[src/rtl/keypad_pkg.sv]
// Shared types and constants for the keypad word assembler.
package keypad_pkg;

    typedef enum logic [1:0] {
        IDLE,
        HELD,
        GAP,
        FULL
    } state_t;

    localparam int KEY_W = 4;
    localparam int HOLD_W = 4;
    localparam logic [KEY_W-1:0] KEY_CLEAR = 4'hF;

endpackage

[src/rtl/keypad_word_assembler_timer.sv]
// Release hold-off counter: counts consecutive low samples of done after start.
module keypad_release_timer
    import keypad_pkg::*;
#(
    parameter int HOLDOFF = 4
) (
    input  logic clock,
    input  logic reset,
    input  logic start,
    input  logic done,
    output logic expired
);

    localparam logic [HOLD_W-1:0] LAST = HOLD_W'(HOLDOFF - 1);

    logic [HOLD_W-1:0] cnt_q;
    logic [HOLD_W-1:0] cnt_d;

    assign expired = (cnt_q != '0) && (cnt_q == LAST);

    // A bounce (done high) or reaching the limit drops the count back to idle.
    always_comb begin
        cnt_d = cnt_q;
        if (start) begin
            cnt_d = HOLD_W'(1);
        end else if (done) begin
            cnt_d = '0;
        end else if (cnt_q != '0) begin
            cnt_d = expired ? '0 : cnt_q + HOLD_W'(1);
        end
    end

    always_ff @(posedge clock) begin
        if (reset) begin
            cnt_q <= '0;
        end else begin
            cnt_q <= cnt_d;
        end
    end

endmodule

[src/rtl/keypad_word_assembler.sv]
// Keypad key-event filter, digit shifter and word handshake.
// Optional clear key (4'hF) enabled by defining KEYPAD_CLEAR_EN.
module keypad_word_assembler
    import keypad_pkg::*;
#(
    parameter int DIGITS  = 4,
    parameter int HOLDOFF = 4
) (
    input  logic                         clock,
    input  logic                         reset,
    input  logic                         done,
    input  logic [3:0]                   q3_q0,
    output logic [4*DIGITS-1:0]          word,
    output logic [$clog2(DIGITS+1)-1:0]  count,
    output logic                         ovalid,
    input  logic                         oready
);

    localparam int CW = $clog2(DIGITS + 1);
    localparam int WW = KEY_W * DIGITS;

    state_t          state_q, state_d;
    logic [WW-1:0]   word_q, word_d;
    logic [CW-1:0]   count_q, count_d;
    logic            ovalid_q, ovalid_d;
    logic [CW-1:0]   count_inc;
    logic            timer_start;
    logic            timer_expired;
    logic            is_clear;

`ifdef KEYPAD_CLEAR_EN
    assign is_clear = (q3_q0 == KEY_CLEAR);
`else
    assign is_clear = 1'b0;
`endif

    assign count_inc = count_q + CW'(1);

    keypad_release_timer #(
        .HOLDOFF (HOLDOFF)
    ) u_timer (
        .clock   (clock),
        .reset   (reset),
        .start   (timer_start),
        .done    (done),
        .expired (timer_expired)
    );

    always_comb begin
        state_d     = state_q;
        word_d      = word_q;
        count_d     = count_q;
        ovalid_d    = ovalid_q;
        timer_start = 1'b0;
        unique case (state_q)
            IDLE: begin
                if (done && is_clear) begin
                    word_d  = '0;
                    count_d = '0;
                    state_d = HELD;
                end else if (done) begin
                    word_d  = {word_q[WW-KEY_W-1:0], q3_q0};
                    count_d = count_inc;
                    if (count_inc == CW'(DIGITS)) begin
                        ovalid_d = 1'b1;
                        state_d  = FULL;
                    end else begin
                        state_d = HELD;
                    end
                end
            end
            HELD: begin
                if (!done) begin
                    if (HOLDOFF == 1) begin
                        state_d = IDLE;
                    end else begin
                        state_d     = GAP;
                        timer_start = 1'b1;
                    end
                end
            end
            GAP: begin
                if (done) begin
                    state_d = HELD;
                end else if (timer_expired) begin
                    state_d = IDLE;
                end
            end
            FULL: begin
                // Returning via HELD forces a key held here to be released first.
                if (oready) begin
                    ovalid_d = 1'b0;
                    word_d   = '0;
                    count_d  = '0;
                    state_d  = HELD;
                end
            end
            default: state_d = HELD;
        endcase
    end

    always_ff @(posedge clock) begin
        if (reset) begin
            state_q  <= HELD;
            word_q   <= '0;
            count_q  <= '0;
            ovalid_q <= 1'b0;
        end else begin
            state_q  <= state_d;
            word_q   <= word_d;
            count_q  <= count_d;
            ovalid_q <= ovalid_d;
        end
    end

    assign word   = word_q;
    assign count  = count_q;
    assign ovalid = ovalid_q;

endmodule
[config.mk]
export PLATFORM = sky130hd
export DESIGN_NAME = keypad_word_assembler
export DESIGN_NICKNAME = d
export VERILOG_FILES = /design/src/rtl/keypad_pkg.sv /design/src/rtl/keypad_word_assembler_timer.sv /design/src/rtl/keypad_word_assembler.sv
export SDC_FILE = /design/constraint.sdc
export NUM_CORES = 1
export LEC_CHECK = 0
export ABC_AREA = 1
export CAP_MARGIN = 20
export CORE_ASPECT_RATIO = 0.7
export CORE_MARGIN = 10
export CORE_UTILIZATION = 43
export CTS_CLUSTER_DIAMETER = 80
export DETAILED_ROUTE_END_ITERATION = 6
export HOLD_SLACK_MARGIN = 0.1
export PLACE_DENSITY = 0.75
export RECOVER_POWER = 25
export SLEW_MARGIN = 25
export SYNTH_ARGS = -nofsm -noshare
export SYNTH_HDL_FRONTEND = slang
export SYNTH_SLANG_ARGS = --single-unit
[constraint.sdc]
create_clock -name clock -period 1.25 [get_ports clock]
set_input_delay 0.125 -clock clock [delete_from_list [all_inputs] [get_ports clock]]
set_output_delay 0.125 -clock clock [all_outputs]
set_load 0.02 [all_outputs]
==> flow_results.xml <==
<?xml version="1.0" encoding="UTF-8"?>
<metrics>
  <group name="setup_path">
    <metric name="critical_path.max_stage_delay" unit="ps">360</metric>
    <metric name="worst_ep_required_time" unit="ps">1460</metric>
    <metric name="critical_path.slowest_cell" unit="">sky130_fd_sc_hd__dfxtp_2</metric>
    <metric name="start_kind" unit="">flop</metric>
    <metric name="path_cells" unit="">inv_1 -&gt; ha_2 -&gt; nor2_1 -&gt; nand2_1 -&gt; nand2_1 -&gt; nand3_2 -&gt; nand2_1 -&gt; nand2_1 -&gt; nor2_1</metric>
    <metric name="critPathMostFrequentCell" unit="">sky130_fd_sc_hd__nand2_1</metric>
    <metric name="worst-path-max-fanout" unit="">4</metric>
    <metric name="number_of_buffers_and_inverters_on_the_critical_path" unit="">1</metric>
    <metric name="kind_of_end_point_of_the_critical_path" unit="">flop</metric>
    <metric name="cp.arrival" unit="ps">1410</metric>
    <metric name="critPathTopFamily" unit="">simple AND/OR/NAND/NOR gates</metric>
    <metric name="critPathKind" unit="">flop to flop</metric>
  </group>
  <group name="synth">
    <metric name="synth_top_family_by_area" unit="">simple AND/OR/NAND/NOR gates</metric>
    <metric name="synth_async_sr_flop_share" unit="%">0</metric>
    <metric name="postSynthRegisterBits" unit="">26</metric>
    <metric name="syn-num-nets" unit="">161</metric>
    <metric name="synth_area_per_cell" unit="um2">7.91</metric>
    <metric name="synth-seq-area-share" unit="%">44.2</metric>
    <metric name="post-synth-top-count-cell" unit="">sky130_fd_sc_hd__nand2_1</metric>
    <metric name="synth_area" unit="um2">1180</metric>
    <metric name="synth-warning-count" unit="">0</metric>
    <metric name="post_synth_xor_area_fraction" unit="%">1.49</metric>
    <metric name="post_synth_mux_area_share" unit="%">0</metric>
    <metric name="number_of_unique_standard_cell_types_used_by_synthesis" unit="">19</metric>
    <metric name="post_synth_inst_count" unit="">149</metric>
    <metric name="number_of_enable_type_register_cells_in_the_synthesized_netlist" unit="">0</metric>
    <metric name="synth_top_cells_by_area" unit="">sky130_fd_sc_hd__dfxtp_1 44%, sky130_fd_sc_hd__nand2_1 11%, sky130_fd_sc_hd__a21oi_2 7.4%</metric>
    <metric name="synth_simple_gate_area_share" unit="%">29.9</metric>
    <metric name="synth_top_cell_area_share" unit="%">44.2</metric>
    <metric name="yosys_most_used_dff" unit="">sky130_fd_sc_hd__dfxtp_1</metric>
    <metric name="post_synth_most_frequent_cells" unit="">36 x sky130_fd_sc_hd__nand2_1, 26 x sky130_fd_sc_hd__dfxtp_1, 17 x sky130_fd_sc_hd__nand3_1</metric>
    <metric name="netlist.top_cell.by_area" unit="">sky130_fd_sc_hd__dfxtp_1</metric>
    <metric name="synth_compound_gate_area_share" unit="%">13.0</metric>
    <metric name="synth_adder_area_share" unit="%">4.25</metric>
  </group>
  <group name="layout">
    <metric name="n_antenna_cell" unit="">0</metric>
    <metric name="final_area" unit="um2">1580</metric>
    <metric name="sequential_cell_area" unit="um2">531</metric>
    <metric name="finalNetCount" unit="">197</metric>
    <metric name="multi_input_comb_area" unit="um2">601</metric>
    <metric name="layout.filler_cells" unit="">243</metric>
    <metric name="flow.area_growth_from_synthesis" unit="%">34.3</metric>
    <metric name="post_route_cells_drive_above_1_share" unit="%">26.6</metric>
  </group>
  <group name="sta">
    <metric name="max_freq" unit="MHz">829</metric>
    <metric name="setup_viol_count_final" unit="">0</metric>
    <metric name="final_critical_delay_including_setup_and_external_delays" unit="ps">1210</metric>
    <metric name="finalCritPeriodShare" unit="%">96.5</metric>
    <metric name="final-hold-violation-count" unit="">0</metric>
    <metric name="slew_headroom" unit="%">83.8</metric>
    <metric name="rsz0062_at_grt" unit="">true</metric>
    <metric name="worstMarginPinSlew" unit="ps">243</metric>
    <metric name="final_critical_path_setup_slack" unit="ps">43.8</metric>
    <metric name="clock_skew" unit="ps">1.67</metric>
    <metric name="final_count_of_pins_violating_max_slew" unit="">0</metric>
  </group>
  <group name="cts">
    <metric name="cts_tree" unit="">done</metric>
    <metric name="cts.sinks" unit="">26</metric>
    <metric name="cts.reportedPaths.clkPinSlew" unit="ps">80</metric>
    <metric name="clockBufferDepth" unit="">2</metric>
    <metric name="cts_root_buf" unit="">sky130_fd_sc_hd__clkbuf_8</metric>
    <metric name="htree_levels" unit="">1</metric>
    <metric name="numCtsBuffers" unit="">3</metric>
    <metric name="worstSkewPairLatency" unit="ps">270</metric>
  </group>
  <group name="min_path">
    <metric name="hold_path.class" unit="">input pin to flop</metric>
  </group>
  <group name="power_and_ir_drop">
    <metric name="power_density_cells" unit="nW/um2">1270</metric>
    <metric name="irDropWorstVdd" unit="uV">789</metric>
    <metric name="totalPowerFinal" unit="W">0.00201</metric>
    <metric name="leakage" unit="nW">0.701</metric>
  </group>
  <group name="routing">
    <metric name="first_iter_violations" unit="">51</metric>
    <metric name="wl_per_cell" unit="um">12.4</metric>
    <metric name="drt_pass1_iterations" unit="">5</metric>
    <metric name="dr_drc_count" unit="">0</metric>
    <metric name="routed_via_count_divided_by_cell_count" unit="">4.89</metric>
    <metric name="total_routed_wirelength" unit="um">2710</metric>
    <metric name="final_antenna_net_count" unit="">0</metric>
    <metric name="total_via_count_after_detailed_routing" unit="">1066</metric>
  </group>
  <group name="floorplan">
    <metric name="fp.dieArea" unit="um2">5270</metric>
    <metric name="floorplan.io_pins" unit="">28</metric>
    <metric name="core" unit="um2">2530</metric>
    <metric name="die_width" unit="um">82.6</metric>
    <metric name="die_height" unit="um">63.8</metric>
    <metric name="initial_utilization" unit="%">46.5</metric>
    <metric name="num_rows" unit="">15</metric>
  </group>
  <group name="run_status">
    <metric name="status" unit="">finished clean</metric>
  </group>
  <group name="grt">
    <metric name="vias_in_the_first_global_route" unit="">995</metric>
    <metric name="grt_start_max_net_pins" unit="">20</metric>
    <metric name="grt_pass1_wl" unit="um">4570</metric>
    <metric name="gr-total-overflow" unit="">0</metric>
    <metric name="antenna_found_initial" unit="">0</metric>
    <metric name="groute.usage.overall" unit="%">10.7</metric>
  </group>
  <group name="placed_design">
    <metric name="placedInstanceArea" unit="um2">1500</metric>
    <metric name="io_buffer_count" unit="">27</metric>
    <metric name="place_congestion" unit="">0.725</metric>
    <metric name="detailedPlacementHpwl" unit="um">2090</metric>
    <metric name="pre_cts_ws" unit="ps">-98.0</metric>
  </group>
  <group name="run">
    <metric name="timing.max_cap.violations" unit="">0</metric>
  </group>
</metrics>
tightest hold or removal path: stages:
cell	delay, ps
sky130_fd_sc_hd__clkdlybuf4s50_1	390
sky130_fd_sc_hd__nand2_1	80
sky130_fd_sc_hd__a21oi_2	50
layout by cell type (no fill, tap or decap), types with 4 or more instances in the layout:
master,netlist,layout
sky130_fd_sc_hd__a21oi_1,12,12
sky130_fd_sc_hd__a21oi_2,10,10
sky130_fd_sc_hd__buf_4,0,8
sky130_fd_sc_hd__clkbuf_8,0,4
sky130_fd_sc_hd__clkdlybuf4s50_1,0,7
sky130_fd_sc_hd__dfxtp_1,26,20
sky130_fd_sc_hd__dfxtp_2,0,5
sky130_fd_sc_hd__dlygate4sd2_1,0,20
sky130_fd_sc_hd__inv_1,9,8
sky130_fd_sc_hd__nand2_1,36,36
sky130_fd_sc_hd__nand2_2,12,12
sky130_fd_sc_hd__nand3_1,17,15
sky130_fd_sc_hd__nor2_1,12,12
power breakdown:
group          total, W  switching [W]  internal [W]
Combinational  0.000525       0.000348      0.000178
Clock          0.000534       0.000253      0.000282
Sequential     0.000953      0.0000705      0.000882
timing repair:
action,in CTS,in global routing
setup buffers,1,0
hold endpoints to repair,0,0
hold buffers,0,0
endpoints found under the setup margin,21,21
pin swaps,0,3
gates resized for setup,23,14
layer usage:
layer / up-vias / global-route usage, % / wire length (um) / share of wire (%)
met3: 5 / 5.17 / 240 / 8.9
met5: - / 0 / 0 / 0
met2: 27 / 16.9 / 1240 / 46
met1: 482 / 12.2 / 1190 / 44
met4: 0 / 4.17 / 41 / 1.5
li1: 552 / - / - / -
logic make-up after synthesis:
group | count (synthesis)
AND/OR/NAND/NOR | 79
buffers and inverters | 15
flip-flops | 26
XOR/XNOR | 2
AO/OA/AOI/OAI | 23
adder cells (fa/ha/maj) | 4
through the flow:
stage               hold WS (ps)  setup TNS, ps  util (%)  std cells
CTS                          424              0      61.1        218
finish                       421              0      62.5        218
global route                 422          -33.6      62.5        218
floorplan                    255              0         -        149
detailed placement           457           -546      59.4        213
global placement             458           -111      59.4        213
area by class of cell:
| type | instances | share of cell area (%) |
|---|---|---|
| clock buffers | 4 | 3.48 |
| inverters | 11 | 3.08 |
| multi-input cells | 108 | 37.9 |
| flip-flops and latches | 26 | 33.5 |
| well taps | 34 | 2.69 |
| repair buffers | 35 | 19.3 |
final timing paths:
path	start	end	slack (ps)	cells past startpoint
setup / recovery	u_timer.cnt_q[1]	state_q[1]	40	9
hold / removal	q3_q0[2]	word[2]	420	3
hold reg to reg	count[0]	count[0]	460	1
setup reg to reg	u_timer.cnt_q[1]	state_q[1]	40	9
registers in the layout, indices dropped and copies added, names as in the netlist:
| signal | cells |
|---|---|
| state_q | 2 |
| count | 3 |
| u_timer.cnt_q | 4 |
| word | 16 |
| ovalid | 1 |
Power figures use the tool's default switching activity.
